`src/rtl/coin_toss_gen.sv`:
```
// Paced Galois-LFSR coin-toss burst generator feeding the tracker's toss input.
// Optional `COIN_BIAS_EN` adds an 8-bit heads threshold port (bias).
module coin_toss_gen #(
    parameter int LFSR_W = 16,
    parameter int PERIOD = 6,
    parameter int CNT_W  = 8
) (
    input  logic              clk,
    input  logic              rst,
    input  logic              seed_ld,
    input  logic [LFSR_W-1:0] seed,
    input  logic              start,
    input  logic [CNT_W-1:0]  num_tosses,
    input  logic              stop,
`ifdef COIN_BIAS_EN
    input  logic [7:0]        bias,
`endif
    output logic              toss,
    output logic              toss_vld,
    output logic              busy,
    output logic              done,
    output logic [CNT_W-1:0]  tosses_left
);

    // 16'hB400 is the maximal-length tap set for 16 bits; other widths fall back to a single top tap.
    localparam logic [LFSR_W-1:0] FB_MASK = (LFSR_W == 16) ? LFSR_W'(16'hB400)
                                                            : (LFSR_W'(1'b1) << (LFSR_W - 1));
    localparam int PW = (PERIOD > 1) ? $clog2(PERIOD) : 1;
    localparam logic [PW-1:0] PACE_LAST = PW'(PERIOD - 1);

    typedef enum logic [1:0] {
        S_IDLE = 2'd0,
        S_RUN  = 2'd1,
        S_DONE = 2'd2
    } state_t;

    state_t            state_q, state_d;
    logic [LFSR_W-1:0] lfsr_q;
    logic [PW-1:0]     pace_q;
    logic              abort, toss_edge, last_toss, toss_bit;
    logic [LFSR_W-1:0] lfsr_step, seed_fixed;

    always_ff @(posedge clk or negedge rst) begin
        if (!rst) state_q <= S_IDLE;
        else      state_q <= state_d;
    end

    always_comb begin
        state_d = state_q;
        case (state_q)
            S_IDLE:  if (start) state_d = (num_tosses == '0) ? S_DONE : S_RUN;
            S_RUN:   if (last_toss) state_d = S_DONE;
            S_DONE:  state_d = S_IDLE;
            default: state_d = S_IDLE;
        endcase
        if (abort) state_d = S_IDLE;
    end

    always_comb begin
        abort      = stop && (state_q != S_IDLE);
        toss_edge  = (state_q == S_RUN) && (pace_q == PACE_LAST) && !stop;
        last_toss  = toss_edge && (tosses_left == CNT_W'(1));
        lfsr_step  = (lfsr_q >> 1) ^ (lfsr_q[0] ? FB_MASK : '0);
        seed_fixed = (seed == '0) ? '1 : seed;
`ifdef COIN_BIAS_EN
        toss_bit   = (lfsr_q[7:0] < bias);
`else
        toss_bit   = lfsr_q[0];
`endif
    end

    // busy/done are registered copies of the state, so both trail it by one cycle.
    always_ff @(posedge clk or negedge rst) begin
        if (!rst) begin
            lfsr_q      <= '1;
            pace_q      <= '0;
            tosses_left <= '0;
            toss        <= 1'b0;
            toss_vld    <= 1'b0;
            busy        <= 1'b0;
            done        <= 1'b0;
        end else begin
            toss_vld <= toss_edge;
            busy     <= (state_q == S_RUN) && !stop;
            done     <= (state_q == S_DONE) && !stop;
            if (state_q == S_IDLE && seed_ld) lfsr_q <= seed_fixed;
            else if (toss_edge)               lfsr_q <= lfsr_step;
            if (toss_edge) toss <= toss_bit;
            if (abort) begin
                pace_q      <= '0;
                tosses_left <= '0;
            end else if (state_q == S_IDLE) begin
                pace_q <= '0;
                if (start) tosses_left <= num_tosses;
            end else if (state_q == S_RUN) begin
                pace_q <= (pace_q == PACE_LAST) ? '0 : pace_q + 1'b1;
                if (toss_edge) tosses_left <= tosses_left - 1'b1;
            end
        end
    end

endmodule

```
`config.mk`:
```
export PLATFORM = sky130hd
export DESIGN_NAME = coin_toss_gen
export DESIGN_NICKNAME = d
export VERILOG_FILES = /design/src/rtl/coin_toss_gen.sv
export SDC_FILE = /design/constraint.sdc
export NUM_CORES = 1
export LEC_CHECK = 0
export CAP_MARGIN = 20
export CORE_MARGIN = 1.5
export CORE_UTILIZATION = 45
export DETAILED_ROUTE_END_ITERATION = 7
export PLACE_DENSITY = 0.82
export SLEW_MARGIN = 20
export SYNTH_ARGS = -nofsm -noshare
export SYNTH_HDL_FRONTEND = slang
export SYNTH_SLANG_ARGS = --single-unit
```
`constraint.sdc`:
```
create_clock -name clk -period 1.65 [get_ports clk]
set_input_delay 0.165 -clock clk [delete_from_list [all_inputs] [get_ports clk]]
set_output_delay 0.165 -clock clk [all_outputs]
set_load 0.02 [all_outputs]
```
==> run_results.csv, run 1 <==
group,metric,value,unit
outcome,status,"complete, but fails checks",
outcome,violations,"negative setup slack",
floorplan,row_count,22,
clocking,cts_tree,"built",
global_route,grt_pass1_vias,1621,
pwr,max-vdd-ir-drop,0.0006480,V
setup_path,crit_required,1.87,ns
placed_design,place_ws,-0.07971,ns
layout,areaGrowthSynthToFinish,39.92,%
placed_design,io_buffer_count,40,
floorplan,core-area,3771,um^2
sta,period_needed,1.667,ns
logic_synthesis,yosysSeqAreaShare,0.4669,
sta,hold_viol,0,
floorplan,fp.dieW,66.45,um
global_route,top_usage_layer,"met2",
global_route,grt_max_degree,34,
clocking,clk_latency,0.28,ns
placed_design,dp_hpwl,3273,um
setup_path,cp_slowest_stage_delay,0.47,ns
setup_path,cp_max_fo,8,
layout,seqCellArea,848.3,um^2
logic_synthesis,ys_ff_latch,33,
logic_synthesis,postSynthCellCount,179,
sta,worst_pin_slew,0.4162,ns
sta,timing.final.crit_share,1.011,
layout,final_cell_mix,"40 x clkdlybuf4s50_1, 25 x buf_4, 16 x a2bb2oi_1, 16 x dfstp_2, 15 x dfrtp_1",
logic_synthesis,syn_area,1812,um^2
setup_path,path_cells,"and4bb_2 -> o31ai_2 -> buf_4 -> or4_1 -> nand3_1",
global_route,overflow,0,
routing,vias,1686,
sta,rsz0062_at_grt,"true",
layout,final_common_cell,"clkdlybuf4s50_1",
layout,finish.instance_area,2535,um^2
global_route,grt_pass1_wl,7265,um
sta,max_freq,599.7,MHz
clocking,clk_path_buf_depth,2,
global_route,track_usage,0.2151,
placed_design,gp_congestion,0.9277,
layout,finish.utilization,0.6722,
routing,detail_route.wl_per_cell,14.89,um
clocking,cts_sinks,33,
sta,drv_slew,0,
clocking,cts_max_level,2,
routing,route.detailed.drc,0,
min_path,hp-class,"in2async",
sta,fin_skew,0.006501,ns
layout,multi_input_area,915.9,um^2
clocking,cts-root-buf,"clkbuf_8",
floorplan,ios,41,
setup_path,arrival,1.89,ns
layout,drive_gt1_frac,0.2593,
routing,dr.pass1.iters,4,
routing,via_per_inst,5.794,
floorplan,die_h,66.45,um
setup_path,crit_path_end_kind,"flop",
routing,final_antenna_net_count,0,
setup_path,crit_type,"reg2reg",
job,cap_viol_max_count,0,
global_route,grt_antenna_before_repair,0,
sta,fin_setup_tns,-0.01745,ns
pwr,power.leakage,0.001112,uW
global_route,use_met2,0.3750,
setup_path,slowest_stage,"dfrtp_1",
setup_path,startpoint_type,"flop",
routing,drt_wl_total,4333,um
pwr,power_density,1503,nW/um^2
layout,final_nets,273,
global_route,met3_usage,0.04730,
routing,drt_iter0_markers,108,
clocking,clk_pin_slew,0.07,ns
layout,antenna_cells,0,
placed_design,dpl_cell_area,2435,um^2
clocking,hold_buffers,0,
sta,setup_slack,-0.01745,ns
logic_synthesis,yosysUniqueCellTypes,43,
sta,setup_viol,1,
logic_synthesis,syn_avg_cell_area,10.12,um^2
global_route,met1_usage,0.2652,
sta,relSlewSlack,0.7225,
clocking,post_cts_buffers,0,
logic_synthesis,yosysWarnings,0,
floorplan,initial_utilization,0.4804,
layout,fillers,309,
floorplan,design.die.area,4416,um^2
logic_synthesis,synth_fp_nets,210,
clocking,cts_buffers,5,
-- state kept, by name (all words and copies together), names as in the netlist --
name,cells
toss,1
done,1
tosses_left,8
toss_vld,1
pace_q,3
state_q,2
lfsr_q,16
busy,1
-- through the flow --
step / std cells / hold WS, ns / power, uW
3_5_place_dp: 283 / 0.4811 / 3196
6_report: 291 / 0.2723 / 3809
2_1_floorplan: 179 / -0.1306 / 2448
4_1_cts: 291 / 0.2856 / 3796
5_1_grt: 291 / 0.3114 / 4078
3_3_place_gp: 283 / 0.4946 / 3146
-- synthesized netlist by cell type --
cell type | instances | area share
inv_2 | 1 | 0.0021
a311o_1 | 1 | 0.0055
ha_1 | 2 | 0.014
or4_4 | 1 | 0.0062
xnor2_1 | 3 | 0.015
nor2_1 | 9 | 0.019
a2bb2oi_1 | 16 | 0.077
nor3b_1 | 2 | 0.0083
nand4_1 | 1 | 0.0035
and3b_1 | 1 | 0.0048
nand3_1 | 10 | 0.028
nor3_1 | 6 | 0.017
a31oi_1 | 3 | 0.010
nand3b_1 | 1 | 0.0041
nand2b_1 | 1 | 0.0035
or2_2 | 1 | 0.0035
or3b_1 | 1 | 0.0048
or4_1 | 3 | 0.012
nor2b_1 | 3 | 0.010
a211oi_1 | 2 | 0.0083
buf_2 | 2 | 0.0055
nor4_1 | 4 | 0.014
clkinv_2 | 1 | 0.0028
and4bb_2 | 1 | 0.0069
o21bai_1 | 2 | 0.0083
o311ai_2 | 1 | 0.0090
clkbuf_1 | 7 | 0.015
mux2i_1 | 13 | 0.072
nand2_2 | 1 | 0.0035
o21ai_0 | 9 | 0.025
inv_1 | 3 | 0.0062
dfstp_2 | 16 | 0.23
nand2_1 | 14 | 0.029
o31a_1 | 1 | 0.0048
a21oi_1 | 10 | 0.028
o311ai_0 | 2 | 0.0097
o31ai_2 | 2 | 0.014
or3_1 | 1 | 0.0035
mux2_2 | 1 | 0.0062
dfrtp_1 | 17 | 0.23
a21boi_0 | 1 | 0.0041
nor4b_1 | 1 | 0.0048
buf_6 | 1 | 0.0062
-- kinds of logic (layout without fill, tap and decap cells) --
group                    after synthesis  after routing  share of synthesized area
adder cells (fa/ha/maj)                2              2                    0.01381
buffers and inverters                 15             79                    0.03729
multiplexers                          14             14                    0.07804
AO/OA/AOI/OAI                         50             50                     0.2037
AND/OR/NAND/NOR                       62             62                     0.1858
XOR/XNOR                               3              3                    0.01451
flip-flops                            33             33                     0.4669
-- worst max-delay path, delay by kind of cell, from the launching register on --
family	cells	cell delay (ns)
AO/OA/AOI/OAI	1	0.06
buffers and inverters	1	0.16
flip-flops	1	0.47
AND/OR/NAND/NOR	3	0.92
-- final timing paths --
kind	from	endpoint	slack, ns	cells past startpoint
setup / recovery	state_q[1]$_DFFE_PN0P_	tosses_left[2]$_DFFE_PN0P_	-0.02	5
hold / removal	rst	tosses_left[3]$_DFFE_PN0P_	0.27	2
setup reg to reg	state_q[1]$_DFFE_PN0P_	tosses_left[2]$_DFFE_PN0P_	-0.02	5
hold reg to reg	toss$_DFFE_PN0P_	toss$_DFFE_PN0P_	0.51	2
max in group asynchronous	rst	lfsr_q[4]$_DFFE_PN1P_	1.04	2
min in group clk	seed[7]	lfsr_q[7]$_DFFE_PN1P_	0.44	2
-- metal layers --
layer / routed length [um] / part of all wire / vias up
met5: 0 / 0 / -
met4: 65 / 0.015 / 0
met3: 224 / 0.052 / 8
met2: 2160 / 0.50 / 69
met1: 1882 / 0.43 / 810
li1: - / - / 799
-- final cells by class --
class / instances / area share
clock buffers: 6 / 0.02863
clock inverters: 2 / 0.003949
inverters: 5 / 0.007897
multi-input cells: 131 / 0.3613
flip-flops and latches: 33 / 0.3346
well taps: 48 / 0.02369
repair buffers: 66 / 0.2399
-- where the power goes --
| part | internal (uW) | leakage [uW] | switching, uW |
|---|---|---|---|
| clock | 292 | 0.0000450 | 295 |
| combinational | 877 | 0.000679 | 845 |
| sequential | 1250 | 0.000388 | 254 |
| total | 2410 | 0.00111 | 1390 |
-- repair_timing --
| action | in CTS | in global routing |
|---|---|---|
| cloned | 0 | 0 |
| pin swaps | 0 | 0 |
| endpoints found under the setup margin | 2 | 8 |
| resized for setup | 1 | 3 |
No activity file was read; power rests on OpenSTA's default activity.
==> run 2: changes to the inputs <==
--- a/config.mk
+++ b/config.mk
@@ -6,8 +6,10 @@
 export NUM_CORES = 1
 export LEC_CHECK = 0
 export CAP_MARGIN = 20
+export CELL_PAD_IN_SITES_DETAIL_PLACEMENT = 1
+export CELL_PAD_IN_SITES_GLOBAL_PLACEMENT = 2
 export CORE_MARGIN = 1.5
-export CORE_UTILIZATION = 45
+export CORE_UTILIZATION = 28
 export DETAILED_ROUTE_END_ITERATION = 7
 export PLACE_DENSITY = 0.82
 export SLEW_MARGIN = 20
==> run_results.csv, run 2 (synthesized netlist as in run 1, its figures left out) <==
group,metric,value,unit
global_route,grt_pass1_wl,8466,um
global_route,grt_max_degree,34,
layout,multi_input_area,914.6,um^2
clocking,clk_pin_slew,0.07,ns
layout,reg.largest.list,"lfsr_q: 16 flops, tosses_left: 8 flops, pace_q: 3 flops",
routing,dr.pass1.iters,4,
sta,worst_pin_slew,0.4381,ns
pwr,p_total,3951,uW
setup_path,crit_required,1.82,ns
layout,areaGrowthSynthToFinish,44.54,%
job,cap_viol_max_count,0,
placed_design,io_buffer_count,40,
global_route,grt_pass1_vias,1677,
sta,period_needed,1.635,ns
routing,detail_route.wl_per_cell,15.62,um
pwr,power.leakage,0.001141,uW
setup_path,cp_slowest_stage_delay,0.57,ns
clocking,clk_path_buf_depth,2,
layout,largest_reg_flops,16,
placed_design,gp_congestion,0.8241,
global_route,overflow,0,
layout,finish.instance_area,2619,um^2
placed_design,dpl_cell_area,2509,um^2
layout,final_nets,278,
sta,max_freq,611.6,MHz
pwr,power_density,1509,nW/um^2
setup_path,crit_type,"reg2reg",
sta,timing.final.crit_share,0.9910,
pwr,max-vdd-ir-drop,0.0006665,V
floorplan,ios,41,
layout,antenna_cells,0,
placed_design,dp_hpwl,3869,um
floorplan,row_count,29,
clocking,cts_tree,"built",
clocking,post_cts_buffers,0,
routing,drt_wl_total,5076,um
clocking,cts_buffers,5,
setup_path,path_cells,"or4_4 -> nor3_2 -> buf_4 -> a31oi_1 -> o21bai_1",
layout,final_cells,325,
placed_design,placedCellCount,317,
layout,drive_gt1_frac,0.2782,
routing,final_antenna_net_count,0,
sta,hold_viol,0,
setup_path,crit_path_end_kind,"flop",
clocking,cts_sinks,33,
setup_path,r2r_setup_slack,0.01,ns
sta,relSlewSlack,0.7079,
sta,setup_viol,0,
routing,route.detailed.drc,0,
layout,fillers,756,
sta,rsz0062_at_grt,"true",
layout,seqCellArea,848.3,um^2
sta,fin_skew,0.006239,ns
setup_path,arrival,1.81,ns
min_path,hp-class,"in2async",
floorplan,core-area,6314,um^2
floorplan,initial_utilization,0.2870,
layout,final_cell_mix,"40 x clkdlybuf4s50_1, 29 x buf_4, 16 x a2bb2oi_1, 16 x dfstp_2, 15 x dfrtp_1",
layout,largest-register,"lfsr_q",
layout,final_common_cell,"clkdlybuf4s50_1",
outcome,status,"finished clean",
floorplan,fp.dieW,83.44,um
setup_path,crit_path_start,"tosses_left[2]$_DFFE_PN0P_",
layout,finish.utilization,0.4148,
routing,via_per_inst,5.120,
global_route,track_usage,0.1512,
setup_path,crit_buf_inv,1,
floorplan,die_h,83.44,um
global_route,grt_antenna_before_repair,0,
setup_path,crit_family,"simple AND/OR/NAND/NOR gates",
floorplan,design.die.area,6962,um^2
sta,drv_slew,0,
clocking,cts_max_level,2,
setup_path,cp_max_fo,3,
clocking,cts-root-buf,"clkbuf_8",
setup_path,startpoint_type,"flop",
setup_path,r2r_start,"tosses_left[2]$_DFFE_PN0P_",
routing,drt_iter0_markers,38,
setup_path,slowest_stage,"or4_4",
routing,vias,1664,
sta,fin_hold_ws,0.2869,ns
clocking,clk_latency,0.29,ns
==> run 2: cell count changes in the layout (fill, tap and decap cells not counted), sizes merged <==
cell    before  now
buf         26   31
clkbuf       6    8
clkinv       3    1
==> run 2: through the flow <==
stage,worst slack [ns],setup TNS (ns)
2_1_floorplan,-0.02056,-0.02056
3_5_place_dp,-0.1482,-1.880
6_report,0.01483,0
3_3_place_gp,-0.06817,-0.8465
4_1_cts,0.003776,0
5_1_grt,-0.04940,-0.2245
==> run 2: report_power, final <==
group	switching (uW)	internal (uW)	total [uW]
Clock	293	340	634
Combinational	891	926	1820
Sequential	254	1250	1500
Total	1440	2510	3950
==> run 2: per-layer routing <==
layer / share of wire / routed length, um / up-vias / global-route usage
met1: 0.47 / 2371 / 809 / 0.2010
met2: 0.49 / 2470 / 41 / 0.2520
met4: 0.015 / 75 / 0 / 0.04918
met5: 0 / 0 / - / 0
li1: - / - / 807 / -
met3: 0.031 / 158 / 7 / 0.02485
==> run 2: final timing paths <==
path,end,depth (start not counted)
max in group asynchronous,tosses_left[4]$_DFFE_PN0P_,2
max reg2reg,state_q[0]$_DFFE_PN0P_,5
max,state_q[0]$_DFFE_PN0P_,5
min in group clk,lfsr_q[15]$_DFFE_PN1P_,2
min,toss_vld$_DFF_PN0_,2
min reg2reg,toss$_DFFE_PN0P_,2
==> run 2: cell type report <==
class | count | share of cell area
Tap cell | 77 | 0.03679
Inverter | 5 | 0.007645
Sequential cell | 33 | 0.3239
Timing Repair Buffer | 71 | 0.2480
Multi-Input combinational cell | 131 | 0.3493
Clock buffer | 8 | 0.03440
==> run 2: timing repair <==
item / 4_1_cts / 5_1_grt
hold buffers: 0 / 0
pin swaps: 1 / 1
resized for setup: 1 / 6
endpoints found under the setup margin: 1 / 20
==> run 3: changes to the inputs <==
--- a/config.mk
+++ b/config.mk
@@ -11,7 +11,7 @@
 export CORE_MARGIN = 1.5
 export CORE_UTILIZATION = 28
 export DETAILED_ROUTE_END_ITERATION = 7
-export PLACE_DENSITY = 0.82
+export PLACE_DENSITY = 0.85
 export SLEW_MARGIN = 20
 export SYNTH_ARGS = -nofsm -noshare
 export SYNTH_HDL_FRONTEND = slang
==> run_results.csv, run 3 (synthesized netlist as in run 1, its figures left out) <==
group,metric,value,unit
outcome,status,"finished clean",
setup_path,cp_max_fo,3,
floorplan,fp.dieW,83.44,um
placed_design,io_buffer_count,40,
clocking,clk_path_buf_depth,2,
clocking,cts_sinks,33,
clocking,cts-root-buf,"clkbuf_8",
layout,areaGrowthSynthToFinish,42.82,%
global_route,grt_antenna_before_repair,0,
pwr,max-vdd-ir-drop,0.0005836,V
global_route,track_usage,0.1547,
setup_path,crit_required,1.82,ns
layout,reg.largest.list,"lfsr_q: 16 flops, tosses_left: 8 flops, pace_q: 3 flops",
routing,dr.pass1.iters,4,
clocking,clk_latency,0.29,ns
sta,relSlewSlack,0.7118,
setup_path,arrival,1.81,ns
setup_path,cp_slowest_stage_delay,0.57,ns
floorplan,initial_utilization,0.2870,
routing,vias,1647,
setup_path,path_cells,"or4_4 -> o31ai_4 -> a21oi_2 -> a311o_1",
floorplan,design.die.area,6962,um^2
setup_path,startpoint_type,"flop",
floorplan,row_count,29,
routing,via_per_inst,5.099,
floorplan,ios,41,
min_path,hp-class,"in2async",
setup_path,crit_path_end_kind,"flop",
global_route,grt_max_degree,34,
sta,setup_viol,0,
clocking,cts_tree,"built",
sta,fin_hold_ws,0.2775,ns
placed_design,place_ws,-0.09061,ns
layout,final_common_cell,"clkdlybuf4s50_1",
setup_path,worstRegToRegCells,4,
layout,antenna_cells,0,
pwr,power.leakage,0.001128,uW
sta,drv_slew,0,
clocking,cts_max_level,2,
layout,largest_reg_flops,16,
sta,period_needed,1.643,ns
global_route,grt_pass1_vias,1786,
setup_path,crit_type,"reg2reg",
clocking,post_cts_buffers,0,
global_route,overflow,0,
routing,detail_route.wl_per_cell,15.29,um
layout,largest-register,"lfsr_q",
layout,final_nets,276,
placed_design,dp_hpwl,3904,um
routing,final_antenna_net_count,0,
layout,drive_gt1_frac,0.2724,
routing,route.detailed.drc,0,
sta,hold_viol,0,
routing,drt_wl_total,4939,um
sta,fin_skew,0.004382,ns
placed_design,gp_congestion,0.8498,
clocking,cts_buffers,5,
floorplan,die_h,83.44,um
clocking,clk_pin_slew,0.07,ns
sta,max_freq,608.5,MHz
sta,timing.final.crit_share,0.9960,
setup_path,slowest_stage,"or4_4",
sta,rsz0062_at_grt,"true",
pwr,power_density,1502,nW/um^2
sta,setup_slack,0.006612,ns
job,cap_viol_max_count,0,
global_route,grt_pass1_wl,8604,um
floorplan,core-area,6314,um^2
layout,final_cell_mix,"39 x clkdlybuf4s50_1, 29 x buf_4, 16 x a2bb2oi_1, 16 x dfstp_2, 15 x dfrtp_1",
routing,drt_iter0_markers,64,
sta,worst_pin_slew,0.4323,ns
==> run 3: path summary, 6_finish.rpt <==
kind,slack [ns],to,from
setup / recovery,0.007,tosses_left[7]$_DFFE_PN0P_,tosses_left[2]$_DFFE_PN0P_
hold / removal,0.28,toss_vld$_DFF_PN0_,rst
setup reg to reg,0.007,tosses_left[7]$_DFFE_PN0P_,tosses_left[2]$_DFFE_PN0P_
hold reg to reg,0.50,toss$_DFFE_PN0P_,toss$_DFFE_PN0P_
max in group asynchronous,1.03,lfsr_q[12]$_DFFE_PN1P_,rst
min in group clk,0.44,lfsr_q[9]$_DFFE_PN1P_,seed[9]
==> run 3: worst max-delay path, delay by kind of cell (launching register included) <==
| family | cells | cell delay [ns] |
|---|---|---|
| compound gates | 3 | 0.55 |
| flops | 1 | 0.40 |
| simple gates | 1 | 0.57 |
==> run 3: routing by layer <==
layer	global-route usage	vias up	share of wire
met1	0.2030	794	0.46
met2	0.2572	41	0.48
met3	0.03678	6	0.046
met5	0	-	0
met4	0.04024	0	0.010
li1	-	806	-
==> run 3: area by class of cell <==
type                    instances  area, um^2
flip-flops and latches         33       848.3
clock inverters                 2       10.01
multi-input cells             131       919.6
well taps                      77       96.34
fillers                       748        3726
clock buffers                   6       72.57
inverters                       5       20.02
repair buffers                 69       620.6
==> run 3: report_power, final <==
group / leakage (uW) / internal (uW) / switching, uW
combinational: 0.000695 / 898 / 888
sequential: 0.000388 / 1250 / 256
clock: 0.0000450 / 292 / 306
total: 0.00113 / 2440 / 1450
==> run 3: timing repair <==
item                                    in CTS  in global routing
endpoints found under the setup margin       2                 20
pin swaps                                    1                  2
hold buffers                                 0                  0
gates resized for setup                      2                  5
==> run 3: stage by stage <==
stage	area, um^2	utilization	cells	total power, uW	TNS (ns)
3_5_place_dp	2481	0.3930	315	3281	-0.9481
4_1_cts	2577	0.4082	323	3927	-0.01019
5_1_grt	2587	0.4098	323	4173	-0.4664
3_3_place_gp	2481	0.3930	315	3222	-0.4647
6_report	2587	0.4098	323	3886	0
2_1_floorplan	1814	-	179	2448	-0.02056
